===== config.mk =====
export PLATFORM = sky130hd
export DESIGN_NAME = sys_ctrl
export DESIGN_NICKNAME = d
export VERILOG_FILES = /design/src/rtl/sys_ctrl_pkg.sv /design/src/rtl/sys_ctrl_tx_sender.sv /design/src/rtl/sys_ctrl.sv
export SDC_FILE = /design/constraint.sdc
export NUM_CORES = 1
export LEC_CHECK = 0
export ABC_AREA = 1
export CAP_MARGIN = 10
export CORE_MARGIN = 2
export CORE_UTILIZATION = 43
export DETAILED_ROUTE_END_ITERATION = 12
export GPL_TIMING_DRIVEN = 0
export PLACE_DENSITY = 0.75
export SETUP_SLACK_MARGIN = 0.05
export SYNTH_ARGS = -nofsm -noshare
export SYNTH_HDL_FRONTEND = slang
export SYNTH_HIERARCHICAL = 1
export SYNTH_SLANG_ARGS = --single-unit

===== constraint.sdc =====
create_clock -name clk -period 1.65 [get_ports clk]
set_input_delay 0.33 -clock clk [delete_from_list [all_inputs] [get_ports clk]]
set_output_delay 0.33 -clock clk [all_outputs]
set_load 0.01 [all_outputs]

===== src/rtl/sys_ctrl_pkg.sv =====
// Shared opcodes, FSM states and operand register map for the command controller.
package sys_ctrl_pkg;

  localparam logic [7:0] WR_CMD      = 8'hAA;
  localparam logic [7:0] RD_CMD      = 8'hBB;
  localparam logic [7:0] ALU_OP_CMD  = 8'hCC;
  localparam logic [7:0] ALU_NOP_CMD = 8'hDD;

  localparam int OPA_ADDR = 0;
  localparam int OPB_ADDR = 1;

  typedef enum logic [3:0] {
    IDLE     = 4'd0,
    WR_ADDR  = 4'd1,
    WR_DATA  = 4'd2,
    RD_ADDR  = 4'd3,
    RD_WAIT  = 4'd4,
    ALU_A    = 4'd5,
    ALU_B    = 4'd6,
    ALU_FUN  = 4'd7,
    ALU_WAIT = 4'd8,
    TX_LO    = 4'd9,
    TX_HI    = 4'd10
  } state_e;

  // The ALU clock runs for the whole ALU command, including its result transfer.
  function automatic logic gate_state(input state_e s, input logic alu_cmd);
    return (s inside {ALU_A, ALU_B, ALU_FUN, ALU_WAIT}) ||
           ((s inside {TX_LO, TX_HI}) && alu_cmd);
  endfunction

endpackage


===== src/rtl/sys_ctrl_tx_sender.sv =====
// Pushes a 1- or 2-byte result (low byte first) into the TX FIFO under backpressure.
module sys_ctrl_tx_sender #(
  parameter int DATA_WIDTH = 8
) (
  input  logic                    clk,
  input  logic                    rst_n,
  input  logic                    start,
  input  logic                    two_bytes,
  input  logic [2*DATA_WIDTH-1:0] data,
  input  logic                    tx_fifo_full,
  output logic                    tx_wr_en,
  output logic [DATA_WIDTH-1:0]   tx_wr_data,
  output logic                    done
);

  logic                    busy;
  logic                    sel_hi;
  logic                    two_q;
  logic [2*DATA_WIDTH-1:0] data_q;

  // start is taken combinationally so a free FIFO sees the low byte one cycle after the result strobe
  always_ff @(posedge clk) begin
    if (!rst_n) begin
      busy       <= 1'b0;
      sel_hi     <= 1'b0;
      two_q      <= 1'b0;
      data_q     <= '0;
      tx_wr_en   <= 1'b0;
      tx_wr_data <= '0;
      done       <= 1'b0;
    end else begin
      tx_wr_en <= 1'b0;
      done     <= 1'b0;
      if (start) begin
        data_q <= data;
        two_q  <= two_bytes;
        if (!tx_fifo_full) begin
          tx_wr_en   <= 1'b1;
          tx_wr_data <= data[DATA_WIDTH-1:0];
          busy       <= two_bytes;
          sel_hi     <= two_bytes;
          done       <= !two_bytes;
        end else begin
          busy   <= 1'b1;
          sel_hi <= 1'b0;
        end
      end else if (busy && !tx_fifo_full) begin
        tx_wr_en   <= 1'b1;
        tx_wr_data <= sel_hi ? data_q[2*DATA_WIDTH-1:DATA_WIDTH] : data_q[DATA_WIDTH-1:0];
        if (sel_hi || !two_q) begin
          busy <= 1'b0;
          done <= 1'b1;
        end else begin
          sel_hi <= 1'b1;
        end
      end
    end
  end

endmodule


===== src/rtl/sys_ctrl.sv =====
// Byte-wise command parser sequencing register-file and ALU accesses and queuing results to TX.
module sys_ctrl
  import sys_ctrl_pkg::*;
#(
  parameter int DATA_WIDTH = 8,
  parameter int ADDR_WIDTH = 4,
  parameter int FUN_WIDTH  = 4
) (
  input  logic                    clk,
  input  logic                    rst_n,
  input  logic [DATA_WIDTH-1:0]   rx_p_data,
  input  logic                    rx_d_vld,
  input  logic [DATA_WIDTH-1:0]   reg_rd_data,
  input  logic                    reg_rd_vld,
  input  logic [2*DATA_WIDTH-1:0] alu_out,
  input  logic                    alu_out_vld,
  input  logic                    tx_fifo_full,
  output logic [ADDR_WIDTH-1:0]   reg_addr,
  output logic                    reg_wr_en,
  output logic [DATA_WIDTH-1:0]   reg_wr_data,
  output logic                    reg_rd_en,
  output logic [FUN_WIDTH-1:0]    alu_fun,
  output logic                    alu_en,
  output logic                    clk_gate_en,
  output logic                    tx_wr_en,
  output logic [DATA_WIDTH-1:0]   tx_wr_data,
  output logic                    cmd_err
);

  state_e state, state_nx;
  logic   alu_cmd, alu_cmd_nx;
  logic   op_wr, op_rd, op_alu, op_nop, op_known;
  logic   tx_start, tx_two, tx_done;
  logic [2*DATA_WIDTH-1:0] tx_data;

  assign op_wr    = (rx_p_data == DATA_WIDTH'(WR_CMD));
  assign op_rd    = (rx_p_data == DATA_WIDTH'(RD_CMD));
  assign op_alu   = (rx_p_data == DATA_WIDTH'(ALU_OP_CMD));
  assign op_nop   = (rx_p_data == DATA_WIDTH'(ALU_NOP_CMD));
  assign op_known = op_wr | op_rd | op_alu | op_nop;

  assign tx_two   = (state == ALU_WAIT);
  assign tx_start = ((state == RD_WAIT) && reg_rd_vld) || ((state == ALU_WAIT) && alu_out_vld);
  assign tx_data  = tx_two ? alu_out : {{DATA_WIDTH{1'b0}}, reg_rd_data};

  always_comb begin
    state_nx   = state;
    alu_cmd_nx = alu_cmd;
    case (state)
      IDLE: if (rx_d_vld) begin
        alu_cmd_nx = op_alu | op_nop;
        if (op_wr)       state_nx = WR_ADDR;
        else if (op_rd)  state_nx = RD_ADDR;
        else if (op_alu) state_nx = ALU_A;
        else if (op_nop) state_nx = ALU_FUN;
      end
      WR_ADDR:  if (rx_d_vld) state_nx = WR_DATA;
      WR_DATA:  if (rx_d_vld) state_nx = IDLE;
      RD_ADDR:  if (rx_d_vld) state_nx = RD_WAIT;
      RD_WAIT:  if (reg_rd_vld) state_nx = TX_LO;
      ALU_A:    if (rx_d_vld) state_nx = ALU_B;
      ALU_B:    if (rx_d_vld) state_nx = ALU_FUN;
      ALU_FUN:  if (rx_d_vld) state_nx = ALU_WAIT;
      ALU_WAIT: if (alu_out_vld) state_nx = TX_LO;
      // The low-byte write strobe itself marks the hand-over to the high byte
      TX_LO: begin
        if (tx_done)                 state_nx = IDLE;
        else if (tx_wr_en && alu_cmd) state_nx = TX_HI;
      end
      TX_HI:    if (tx_done) state_nx = IDLE;
      default:  state_nx = IDLE;
    endcase
  end

  always_ff @(posedge clk) begin
    if (!rst_n) begin
      state       <= IDLE;
      alu_cmd     <= 1'b0;
      reg_addr    <= '0;
      reg_wr_en   <= 1'b0;
      reg_wr_data <= '0;
      reg_rd_en   <= 1'b0;
      alu_fun     <= '0;
      alu_en      <= 1'b0;
      clk_gate_en <= 1'b0;
      cmd_err     <= 1'b0;
    end else begin
      state       <= state_nx;
      alu_cmd     <= alu_cmd_nx;
      clk_gate_en <= gate_state(state_nx, alu_cmd_nx);
      reg_wr_en   <= 1'b0;
      reg_rd_en   <= 1'b0;
      alu_en      <= 1'b0;
      cmd_err     <= 1'b0;
      if (rx_d_vld) begin
        case (state)
          IDLE:    cmd_err <= !op_known;
          WR_ADDR: reg_addr <= rx_p_data[ADDR_WIDTH-1:0];
          WR_DATA: begin
            reg_wr_en   <= 1'b1;
            reg_wr_data <= rx_p_data;
          end
          RD_ADDR: begin
            reg_addr  <= rx_p_data[ADDR_WIDTH-1:0];
            reg_rd_en <= 1'b1;
          end
          ALU_A: begin
            reg_addr    <= ADDR_WIDTH'(OPA_ADDR);
            reg_wr_en   <= 1'b1;
            reg_wr_data <= rx_p_data;
          end
          ALU_B: begin
            reg_addr    <= ADDR_WIDTH'(OPB_ADDR);
            reg_wr_en   <= 1'b1;
            reg_wr_data <= rx_p_data;
          end
          ALU_FUN: begin
            alu_fun <= rx_p_data[FUN_WIDTH-1:0];
            alu_en  <= 1'b1;
          end
          default: cmd_err <= 1'b1;
        endcase
      end
    end
  end

  sys_ctrl_tx_sender #(
    .DATA_WIDTH (DATA_WIDTH)
  ) u_tx_sender (
    .clk          (clk),
    .rst_n        (rst_n),
    .start        (tx_start),
    .two_bytes    (tx_two),
    .data         (tx_data),
    .tx_fifo_full (tx_fifo_full),
    .tx_wr_en     (tx_wr_en),
    .tx_wr_data   (tx_wr_data),
    .done         (tx_done)
  );

endmodule

==> impl.org <==
** Outcome
- The run finished with clean final reports.

** Synthesis
- Mapped Area :: 2900 sq um
- In the synthesized netlist, the cells that appear most often are sky130_fd_sc_hd__nand2_1, sky130_fd_sc_hd__nor2_1, sky130_fd_sc_hd__dfxtp_1.
- Most common cell in the netlist :: sky130_fd_sc_hd__nand2_1
- The synthesized netlist contains 27 unique library cells.
- Post-synth EDFFs :: 0
- Yosys printed 6 warnings.
- FF+latch count, synth :: 55
- Top cells by area in the synthesized netlist :: sky130_fd_sc_hd__dfxtp_1, sky130_fd_sc_hd__nand2_1, sky130_fd_sc_hd__nor2_1
- Share of synthesized area occupied by flip-flops and latches :: 38.0%
- Instance count of the mapped netlist :: 449
- Counting flops with an async set or reset pin after synthesis yields a share of 0%.
- The number of nets handed over by synthesis was 487.
- The synthesized design spends more area on one cell type than any other, namely sky130_fd_sc_hd__dfxtp_1.
- Post-synth top area share :: 38.0%
- For this run, the leading register cell type out of synthesis is sky130_fd_sc_hd__dfxtp_1.
- Mean area per synthesized cell :: 6.45 sq um

** Final layout
- The post-route netlist has 18.2% of its cells at a drive strength greater than 1.
- At the end of the flow the core is filled with cells to 63.3%.
- The repair_antennas step left the layout with diodes totalling 0.
- Number of standard cells in the final layout excluding fillers :: 614
- Net count, final :: 574
- Synth-to-layout area growth :: 40.3%

** STA
- Final Hold Viols :: 0
- The final critical path takes up 96.0% of the cycle.
- Setup repair after global routing could not meet its margin everywhere.
- Setup clock skew after layout :: 10.9 ps
- Least setup slack across all paths after layout :: 66.3 ps
- Final Setup Violations :: 0
- Timing would allow up to 631 MHz.
- Headroom to the max-slew limit came out at 67.1%.
- Final min period :: 1580 ps
- The count of pins over their slew limit came to 0.
- Slew at the pin closest to its max-slew limit :: 492 ps

** Route
- Overall via count from detail_route :: 3047
- After detailed routing, the average wire length per cell comes to 12.6 um.
- Total iterations of the first detailed-routing run :: 5
- For this block, the routed nets add up to 7750 um of wire.
- Drt initial violations :: 211
- In the routed design, unresolved DRC markers number 0.
- Post-DR vias/cell :: 4.96
- The count of nets left with antenna violations once routing finished came out at 0.

** Die
- The floorplan has 29 rows.
- Area enclosed by the die boundary :: 7410 sq um
- For this configuration, the core starts out at a cell density of 45.1%.
- Die width :: 86.1 um
- Die Y-Extent :: 86.1 um
- For this design the top-level I/O count stands at 68.
- Placeable Area :: 6420 sq um

** Place
- Number of I/O port buffers :: 66
- Counting tap cells, the placed design contains a total of 592 instances.
- Timing analysis after detailed placement gives a worst setup slack of -293 ps.
- Post-DP HPWL :: 5430 um
- Routability-driven placement finished with a final weighted congestion of 0.917.

** Setup path
- Maximum fanout along the worst path :: 10
- Cell chain of the critical path :: inv_4, nand2_4, nor2_4, buf_6, nand2_4, o21ai_4, buf_12, inv_6, buf_12, buf_12, a21oi_2, nor2_1
- The number of buffers and inverters on the critical path is 6.
- In this design, the stage delay of the slowest critical-path cell is 390 ps.
- Critical Path Start Type :: flip-flop
- CP Class :: reg -> reg
- Setup crit end kind :: flip-flop
- Crit path top cell by count :: sky130_fd_sc_hd__buf_12
- Slowest cell on crit path :: sky130_fd_sc_hd__dfxtp_4
- Among cell families on the critical path, the largest total delay comes from buffers and inverters.
- CP Data Required Time :: 1870 ps
- Data arrival time at the worst-slack endpoint :: 1810 ps

** Clock tree
- The H-tree was split into 2 levels.
- CTS Hold Buffers Added :: 0
- In this run the deepest clock path goes through 2 buffers.
- CTS tree :: yes
- Clock tree synthesis selected as its root buffer the cell sky130_fd_sc_hd__clkbuf_8.
- Clock sink count :: 55
- Clock tree synthesis inserted a total of 5 buffers.
- Latest clock arrival within the worst-skew pair :: 320 ps
- Clock-pin slew was measured on the worst setup and hold paths at 110 ps.

** Global routing
- Pin count of the biggest net entering global routing :: 18
- The first global-routing pass estimated 12000 um of wire.
- Total global routing track utilization :: 20.3%
- Overflow left after global routing :: 0
- Antenna violations before repair :: 0
- The via count of the first global-routing pass was 2667.

** Power and ir drop
- Across the VDD grid, the largest voltage drop is 0.377 mV.
- The design draws 2.59 mW.
- Ratio of total power to cell area :: 637 nW/um^2
- For this design the static power due to leakage is 1.88 nW.

** Worst hold path
- Hold Crit Class :: in -> reg

** Flow run
- Across the run, the number of max-cap violations was 0.
flip-flops by register name, indices dropped and copies added, names as in the netlist:
signal                  flops
alu_fun                     4
cmd_err                     1
u_tx_sender/tx_wr_en        1
alu_cmd                     1
u_tx_sender/data_q         16
alu_en                      1
reg_wr_en                   1
u_tx_sender/tx_wr_data      8
u_tx_sender/busy            1
u_tx_sender/sel_hi          1
reg_addr                    4
clk_gate_en                 1
u_tx_sender/two_q           1
reg_rd_en                   1
u_tx_sender/done            1
reg_wr_data                 8
state                       4
where the power goes:
| part | switching (mW) | internal, mW |
|---|---|---|
| sequential | 0.00717 | 1.33 |
| combinational | 0.139 | 0.136 |
| clock | 0.474 | 0.500 |
| total | 0.621 | 1.97 |
placed cells by master, fill, tap and decap left out, types with 14 or more instances in the layout:
cell,instances
sky130_fd_sc_hd__o21ai_0,18
sky130_fd_sc_hd__inv_1,50
sky130_fd_sc_hd__buf_4,14
sky130_fd_sc_hd__nand3_1,17
sky130_fd_sc_hd__a21oi_1,40
sky130_fd_sc_hd__dfxtp_1,50
sky130_fd_sc_hd__nor2_1,56
sky130_fd_sc_hd__clkdlybuf4s50_1,60
sky130_fd_sc_hd__nand2_1,134
sky130_fd_sc_hd__nand2_2,16
cell type report:
class                           instances  area, sq um
Inverter                               62          251
Clock inverter                          2         38.8
Buffer                                 14          150
Clock buffer                            6         82.6
Timing Repair Buffer                   80          785
Sequential cell                        55         1120
Tap cell                               77         96.3
Multi-Input combinational cell        318         1540
Fill cell                             579         2360
cell families (layout without fill, tap and decap cells):
| family | Yosys count | in the layout | share of synthesized area, % |
|---|---|---|---|
| buffers and inverters | 76 | 164 | 12.7 |
| AO/OA/AOI/OAI | 73 | 73 | 14.3 |
| AND/OR/NAND/NOR | 245 | 245 | 34.9 |
| flip-flops | 55 | 55 | 38.0 |
routing by layer:
layer	vias to the layer above	routed length (um)	GRT usage [%]
met1	1363	3520	27.2
li1	1561	-	-
met3	8	507	3.08
met4	0	92	6.20
met2	115	3620	33.5
met5	-	0	0
stage by stage:
stage / hold WS [ps] / instance area [sq um] / TNS, ps
after floorplan: 436 / 2900 / 0
after global placement: 432 / 3650 / -6700
after detailed placement: 438 / 3650 / -6880
after CTS: 368 / 3870 / 0
after global routing: 408 / 4060 / -1.80
final: 386 / 4060 / 0
worst register-to-register path, delay by kind of cell (launching register included):
kind	cells	cell delay (ps)
buffers and inverters	6	670
flip-flops	1	390
AND/OR/NAND/NOR	4	260
AO/OA/AOI/OAI	2	170
worst paths after layout:
check | start | to | slack, ps | depth (start not counted)
worst max-delay path | state[2] | u_tx_sender/sel_hi | 70 | 12
worst min-delay path | rx_d_vld | cmd_err | 390 | 3
worst min register to register | reg_wr_data[4] | reg_wr_data[4] | 450 | 2
worst max register to register | state[2] | u_tx_sender/sel_hi | 70 | 12
what timing repair did:
action / CTS / global route
pin swaps: 1 / 9
setup buffers: 9 / 5
endpoints found under the setup margin: 30 / 38
gates resized for setup: 14 / 54
(Power assumes the default switching activity.)
